### src/rtl/mux2_rr_arbiter_if.sv
// Handshake bundle between two requesters, the round-robin arbiter and
// the shared sink. The arbiter connects through the slave modport; the
// surrounding producers/sink (or a bench) use the master modport.
interface mux2_rr_arbiter_if #(
    parameter int WIDTH = 8
);
    logic             a_valid;
    logic [WIDTH-1:0] a_data;
    logic             a_ready;
    logic             b_valid;
    logic [WIDTH-1:0] b_data;
    logic             b_ready;
    logic             out_valid;
    logic [WIDTH-1:0] out_data;
    logic             out_ready;
    logic             sel;
    logic             busy;

    modport slave (
        input  a_valid, a_data, b_valid, b_data, out_ready,
        output a_ready, b_ready, out_valid, out_data, sel, busy
    );

    modport master (
        output a_valid, a_data, b_valid, b_data, out_ready,
        input  a_ready, b_ready, out_valid, out_data, sel, busy
    );
endinterface

### src/rtl/mux2_rr_arbiter.sv
// Round-robin arbiter sharing one 2:1 select path between requesters A
// and B, with a burst limit so a busy requester cannot starve the other.
//
//   state | meaning
//   ------+-------------------------------------------------------------
//   IDLE  | no grant; one arbitration cycle, nothing is transferred
//   GNT_A | A owns the output path (sel=1)
//   GNT_B | B owns the output path (sel=0)
module mux2_rr_arbiter #(
    parameter int WIDTH     = 8,
    parameter int MAX_BURST = 4
) (
    input  logic                 clk,
    input  logic                 rst_n,
    mux2_rr_arbiter_if.slave     bus
);

    localparam logic [1:0] IDLE  = 2'd0;
    localparam logic [1:0] GNT_A = 2'd1;
    localparam logic [1:0] GNT_B = 2'd2;

    // Count value of the last transfer allowed in a burst.
    localparam logic [7:0] BURST_LAST = 8'(MAX_BURST - 1);

    logic [1:0] state_q, state_d;
    logic       sel_q, sel_d;
    logic       last_q, last_d;   // 1 = A was served most recently
    logic [7:0] cnt_q, cnt_d;

    logic       x_valid;
    logic       y_valid;
    logic       xfer;
    logic       burst_end;

    // Owner/other view of the requesters, so both grant states share one rule set.
    always_comb begin
        x_valid   = (state_q == GNT_A) ? bus.a_valid : bus.b_valid;
        y_valid   = (state_q == GNT_A) ? bus.b_valid : bus.a_valid;
        xfer      = (state_q != IDLE) && x_valid && bus.out_ready;
        burst_end = (cnt_q == BURST_LAST);
    end

    // Next-state, select, last-served and burst counter decision.
    always_comb begin
        state_d = state_q;
        sel_d   = sel_q;
        last_d  = last_q;
        cnt_d   = cnt_q;
        case (state_q)
            IDLE: begin
                if (bus.a_valid && (!bus.b_valid || !last_q)) begin
                    state_d = GNT_A;
                    sel_d   = 1'b1;
                    last_d  = 1'b1;
                    cnt_d   = 8'd0;
                end else if (bus.b_valid) begin
                    state_d = GNT_B;
                    sel_d   = 1'b0;
                    last_d  = 1'b0;
                    cnt_d   = 8'd0;
                end
            end
            GNT_A, GNT_B: begin
                if (xfer) begin
                    if (burst_end) begin
                        cnt_d = 8'd0;
                        // Hand over with no bubble when the other side is waiting.
                        if (y_valid) begin
                            state_d = (state_q == GNT_A) ? GNT_B : GNT_A;
                            sel_d   = (state_q == GNT_B);
                            last_d  = (state_q == GNT_B);
                        end
                    end else begin
                        cnt_d = cnt_q + 8'd1;
                    end
                end else if (!x_valid) begin
                    cnt_d = 8'd0;
                    if (y_valid) begin
                        state_d = (state_q == GNT_A) ? GNT_B : GNT_A;
                        sel_d   = (state_q == GNT_B);
                        last_d  = (state_q == GNT_B);
                    end else begin
                        state_d = IDLE;
                    end
                end
                // Backpressure with valid held: keep grant and count.
            end
            default: begin
                state_d = IDLE;
                cnt_d   = 8'd0;
            end
        endcase
    end

    // State registers with synchronous active-low reset; B counts as last served.
    always_ff @(posedge clk) begin
        if (!rst_n) begin
            state_q <= IDLE;
            sel_q   <= 1'b0;
            last_q  <= 1'b0;
            cnt_q   <= 8'd0;
        end else begin
            state_q <= state_d;
            sel_q   <= sel_d;
            last_q  <= last_d;
            cnt_q   <= cnt_d;
        end
    end

    assign bus.out_data  = sel_q ? bus.a_data : bus.b_data;
    assign bus.out_valid = (state_q == GNT_A) ? bus.a_valid :
                           (state_q == GNT_B) ? bus.b_valid : 1'b0;
    assign bus.a_ready   = (state_q == GNT_A) && bus.out_ready;
    assign bus.b_ready   = (state_q == GNT_B) && bus.out_ready;
    assign bus.sel       = sel_q;
    assign bus.busy      = (state_q == GNT_A) || (state_q == GNT_B);

endmodule

### src/flat_wrapper.sv
// flat-port wrapper written by rule: the top's interface ports become plain ports
module mux2_rr_arbiter_flat 
#(
    parameter int WIDTH     = 8,
    parameter int MAX_BURST = 4
)
  (clk, rst_n, bus_a_valid, bus_a_data, bus_b_valid, bus_b_data, bus_out_ready, bus_a_ready, bus_b_ready, bus_out_valid, bus_out_data, bus_sel, bus_busy);
  mux2_rr_arbiter_if #(.WIDTH(WIDTH)) bus_i ();
  input  logic clk;
  input  logic rst_n;
  input wire logic [$bits(bus_i.a_valid)-1:0] bus_a_valid;
  input wire logic [$bits(bus_i.a_data)-1:0] bus_a_data;
  input wire logic [$bits(bus_i.b_valid)-1:0] bus_b_valid;
  input wire logic [$bits(bus_i.b_data)-1:0] bus_b_data;
  input wire logic [$bits(bus_i.out_ready)-1:0] bus_out_ready;
  output wire logic [$bits(bus_i.a_ready)-1:0] bus_a_ready;
  output wire logic [$bits(bus_i.b_ready)-1:0] bus_b_ready;
  output wire logic [$bits(bus_i.out_valid)-1:0] bus_out_valid;
  output wire logic [$bits(bus_i.out_data)-1:0] bus_out_data;
  output wire logic [$bits(bus_i.sel)-1:0] bus_sel;
  output wire logic [$bits(bus_i.busy)-1:0] bus_busy;
  assign bus_i.a_valid = bus_a_valid;
  assign bus_i.a_data = bus_a_data;
  assign bus_i.b_valid = bus_b_valid;
  assign bus_i.b_data = bus_b_data;
  assign bus_i.out_ready = bus_out_ready;
  assign bus_a_ready = bus_i.a_ready;
  assign bus_b_ready = bus_i.b_ready;
  assign bus_out_valid = bus_i.out_valid;
  assign bus_out_data = bus_i.out_data;
  assign bus_sel = bus_i.sel;
  assign bus_busy = bus_i.busy;
  mux2_rr_arbiter #(.WIDTH(WIDTH), .MAX_BURST(MAX_BURST)) u_core (.clk(clk), .rst_n(rst_n), .bus(bus_i));
endmodule
### config.mk
export PLATFORM = sky130hd
export DESIGN_NAME = mux2_rr_arbiter_flat
export DESIGN_NICKNAME = d
export VERILOG_FILES = /design/src/rtl/mux2_rr_arbiter_if.sv /design/src/rtl/mux2_rr_arbiter.sv /design/src/flat_wrapper.sv
export SDC_FILE = /design/constraint.sdc
export NUM_CORES = 1
export LEC_CHECK = 0
export CAP_MARGIN = 20
export CORE_MARGIN = 2
export CORE_UTILIZATION = 30
export DETAILED_ROUTE_END_ITERATION = 12
export PLACE_DENSITY = 0.56
export SETUP_SLACK_MARGIN = 0.05
export SLEW_MARGIN = 30
export SYNTH_ARGS = -nofsm -noshare
export SYNTH_HDL_FRONTEND = slang
export SYNTH_SLANG_ARGS = --single-unit
### constraint.sdc
create_clock -name clk -period 5.2 [get_ports clk]
set_input_delay 0.78 -clock clk [delete_from_list [all_inputs] [get_ports clk]]
set_output_delay 0.78 -clock clk [all_outputs]
set_load 0.01 [all_outputs]
Word level (Yosys, flattened, before mapping)

Index checks and enable logic that the tools add are counted.

Output and inout port bits: 13
Input bits: 21
Register bits: 12
Word-level logic and storage cells: 60

Eq/ne operators: 7
Muxes and demuxes: 32
Reductions and logical operators: 16
Add/subtract/negate cells: 1

Operator list:

| kind                                          | count |
|---|---|
| 2-to-1 mux 8 bit                              | 6 |
| 2-to-1 mux 2 bit                              | 8 |
| one-hot mux 8 bit (2 select lines)            | 1 |
| 2-to-1 mux 1 bit                              | 14 |
| adder 8 x 1 -> 8 bit, second input constant   | 1 |
| == test 8 x 2 -> 1 bit, second input constant | 1 |
| AND reduction 4 bit                           | 2 |
| != test 3 x 2 -> 1 bit, second input constant | 2 |
| != test 3 bit, second input constant          | 2 |
| logical AND 1 bit                             | 5 |
| one-hot mux 1 bit (2 select lines)            | 2 |
| one-hot mux 2 bit (2 select lines)            | 1 |
| nonzero test 2 bit                            | 2 |
| == test 2 x 1 -> 1 bit, second input constant | 1 |
| == test 2 bit, second input constant          | 1 |
| zero test 1 bit                               | 2 |
| zero test 2 bit                               | 1 |
| logical OR 1 bit                              | 2 |
| AND reduction 2 bit                           | 1 |
| OR reduction 2 bit                            | 1 |

Depth between registers and ports, before layout

Depth in word-level cells: 6
Mapped depth: 7
Depth with buffers taken out: 6

Least setup slack after synthesis

No wires, ideal clock.

Path kind: input to output
Start: input port bus_b_valid
End: output port bus_out_valid
Stages on the path: 4
Required time: 4420 ps
Setup slack: 3204 ps
Arrival time: 1216 ps
Buffers on the path: 1
Path through: buf_4 nor2b_1 nand2_1 nand2_1

Word-level cells in the longest chain between the ends: 2

RTL lines:

| item             | RTL line               | source |
|---|---|---|
| start, declared  | flat_wrapper.sv:13     | `input wire logic [$bits(bus_i.b_valid)-1:0] bus_b_valid;` |
| 2-to-1 mux 1 bit | mux2_rr_arbiter.sv:112 | `(state_q == GNT_B) ? bus.b_valid : 1'b0;` |
| 2-to-1 mux 1 bit | mux2_rr_arbiter.sv:111 | `assign bus.out_valid = (state_q == GNT_A) ? bus.a_valid :` |
| end, declared    | flat_wrapper.sv:18     | `output wire logic [$bits(bus_i.out_valid)-1:0] bus_out_valid;` |

No other way between the ends.

Worst setup path in the final report

Ends and elaborated chain as after synthesis.

==> flow_metrics.py <==
metrics = {
    "grt": {
        "antenna_found_initial": 0,
        "grt_overflow": 0,
        "grt_pass1_wl_mm": 4.84,
        "grt_max_degree": 14,
        "track_usage": 0.146,
        "grt_pass1_vias": 1086,
    },
    "setup_path": {
        "r2r_slack_ns": 3.13,
        "reg2reg_depth": 6,
        "end_kind": "output port",
        "rr_endpoint": "u_core.cnt_q[6]",
        "critPathArrivalTime_ns": 2.35,
        "crit_required_ns": 4.42,
        "path_class": "in2out",
        "start_kind": "input pin",
        "path_max_fanout": 13,
        "crit-reg2reg-launch": "u_core.state_q[0]",
    },
    "clock_network": {
        "holdBufCountCts": 0,
        "cts_buffers": 3,
        "cts_resized": 0,
        "cts_tree": "done",
        "h-tree-depth": 1,
        "cts.sinks": 11,
        "cts_root_buffer": "clkbuf_8",
        "clockBufferDepth": 2,
        "cts.clk_slew.worst_paths_ns": 0.05,
        "clk_latency_ns": 0.24,
        "postCtsSetupBuffers": 0,
    },
    "synth": {
        "muxShareOfSynthArea": 0.137,
        "synth_simple_gate_area_frac": 0.260,
        "syn-num-nets": 152,
        "synth_adder_area_share": 0.0561,
        "ys_ff_latch": 11,
        "yosysTopAreaCellShare": 0.197,
        "yosysWarnings": 0,
        "synth_xor_area_frac": 0,
        "synthesis.area_sq_um": 1120,
        "synth_top_family_by_area": "compound AO/OA/AOI/OAI gates",
        "seq_area_frac_synth": 0.197,
        "synth_edf_count": 0,
        "synth.distinct_cells": 47,
        "synth_area_leader_cell": "dfxtp_1",
        "synthTopCellsByArea": "dfxtp_1 (20%), mux2_2 (8.1%), ha_1 (5.6%)",
        "syn_inst": 126,
        "avgSynthCellArea_sq_um": 8.86,
        "synth-compound-area-share": 0.298,
        "synthFlopType": "dfxtp_1",
        "async_flop_share": 0,
    },
    "flow_run": {
        "maxCapViolCount": 0,
    },
    "die": {
        "fp.dieArea_sq_um": 4220,
        "fp.coreArea_sq_um": 3610,
        "io_pins": 34,
        "die_w_microns": 65.0,
        "rows": 22,
        "start_util": 0.310,
        "die_y_microns": 65.0,
    },
    "power": {
        "power.total_mw": 0.624,
        "peakVddDrop_v": 0.000231,
        "leakagePower_nw": 0.548,
        "power.density_nw_per_um2": 411,
    },
    "detailed_routing": {
        "drc": 0,
        "top_layer_used": "met4",
        "dr_total_vias": 1114,
        "vias_per_cell": 5.41,
        "met3_length_microns": 201,
        "drtIter0Drc": 54,
        "wl_met1_mm": 1.30,
        "dr_wl_met2_mm": 1.35,
        "ant_nets": 0,
        "firstDrtPassIters": 4,
        "routed_wl_mm": 2.87,
        "post_drt_wl_per_cell_microns": 13.9,
    },
    "run_status": {
        "outcome": "finished clean",
    },
    "min_path": {
        "hp-class": "reg2reg",
        "worstHoldStart": "u_core.state_q[0]",
        "min_to": "u_core.state_q[0]",
        "min_path_cells": 2,
    },
    "timing": {
        "finalCriticalPeriod_ns": 3.13,
        "setup-violations-final": 0,
        "tns_ns": 0,
        "slew_headroom": 0.684,
        "setup_ws_ns": 2.07,
        "grt_setup_unrepaired": "no",
        "fmax_mhz": 320,
        "worst_clock_skew_ns": 0.00276,
        "finalHoldViolCount": 0,
        "finalCritPeriodShare": 0.602,
        "drv_slew": 0,
        "worst_pin_slew_ns": 0.470,
    },
    "placed_design": {
        "dpl.cell_count": 202,
        "place_ws_ns": 2.07,
        "portBuffers": 33,
        "gp_congestion": 0.871,
        "hpwlAfterDp_mm": 2.27,
    },
    "finish": {
        "layout.cells.non_filler": 206,
        "num_antenna_cells": 0,
        "area_delta_synth_final_pct": 35.9,
        "layout-drive-gt1-share": 0.177,
        "final_nets": 185,
    },
}
state kept, by name, summed over array words and instances, names as in the netlist:
register and count:
u_core.cnt_q 8, u_core.last_q 1, u_core.state_q 2
layer usage:
metal | GRT usage | vias up
li1 | - | 544
met1 | 0.185 | 524
met2 | 0.237 | 42
met3 | 0.0521 | 4
met4 | 0.0319 | 0
met5 | 0 | -
per-stage QoR:
| step | util | hold slack, ns | area [sq um] |
|---|---|---|---|
| CTS | 0.421 | 0.512 | 1520 |
| global placement | 0.408 | 0.497 | 1470 |
| global route | 0.421 | 0.553 | 1520 |
| floorplan | - | 0.471 | 1120 |
| detailed placement | 0.408 | 0.504 | 1470 |
| finish | 0.421 | 0.510 | 1520 |
cells in the mapped netlist, drive strengths merged (2+ instances only):
| cell type | number |
|---|---|
| nor2 | 3 |
| inv | 6 |
| mux2 | 8 |
| nor4b | 4 |
| a211oi | 6 |
| a21oi | 5 |
| nor3 | 4 |
| a21o | 4 |
| o21ai | 9 |
| nor2b | 3 |
| o21ba | 2 |
| dfxtp | 11 |
| mux2i | 5 |
| and3b | 2 |
| nand3 | 5 |
| buf | 4 |
| and3 | 3 |
| o211ai | 2 |
| nand2 | 10 |
| and2 | 3 |
| a22oi | 3 |
| nand3b | 3 |
| ha | 5 |
kinds of logic after synthesis:
| logic type | Yosys count |
|---|---|
| mux | 13 |
| flops | 11 |
| buf+inv | 11 |
| simple gates | 45 |
| fa+ha+maj | 5 |
| compound gates | 41 |
worst max-delay path by stage:
stage                     depth (start not counted)  slack, ns   startpoint       endpoint
after floorplan                                   4       3.20  bus_b_valid  bus_out_valid
after detailed placement                          5       2.07  bus_b_valid  bus_out_valid
after CTS                                         5       2.07  bus_b_valid  bus_out_valid
after global routing                              5       1.97  bus_b_valid  bus_out_valid
after global placement                            5       2.08  bus_b_valid  bus_out_valid
final                                             5       2.07  bus_b_valid  bus_out_valid
report_power, final:
group | switching (mW) | total (mW) | internal, mW
registers | 0.0291 | 0.128 | 0.0992
clock network | 0.0328 | 0.0867 | 0.0539
logic | 0.203 | 0.409 | 0.206
cell usage in the layout (no fill, tap or decap), drive strengths merged, types with 2 or more instances in the layout:
master / synthesis / layout
a211oi: 6 / 6
a21o: 4 / 4
a21oi: 5 / 5
a22oi: 3 / 3
and2: 3 / 3
and3: 3 / 3
and3b: 2 / 2
clkbuf: 1 / 4
clkdlybuf4s50: 0 / 33
dfxtp: 11 / 11
ha: 5 / 5
inv: 6 / 6
mux2: 8 / 8
mux2i: 5 / 5
nand2: 10 / 10
nand3: 5 / 5
nand3b: 3 / 3
nor2: 3 / 3
nor2b: 3 / 3
nor3: 4 / 4
nor4b: 4 / 4
o211ai: 2 / 2
o21ai: 9 / 9
o21ba: 2 / 2
critical path, cell delays in order:
cell	delay [ns]
clkdlybuf4s50_1	0.70
nor2b_1	0.21
nand2_1	0.07
nand2_1	0.06
clkdlybuf4s50_1	0.53
layout make-up:
type / instances / area, sq um
fill: 363 / 2090
timing repair buffer: 33 / 330
sequential: 11 / 220
multi-input combinational: 104 / 838
tap: 48 / 60.1
clock buffer: 4 / 45.0
inverter: 6 / 22.5
(Power assumes the default switching activity.)
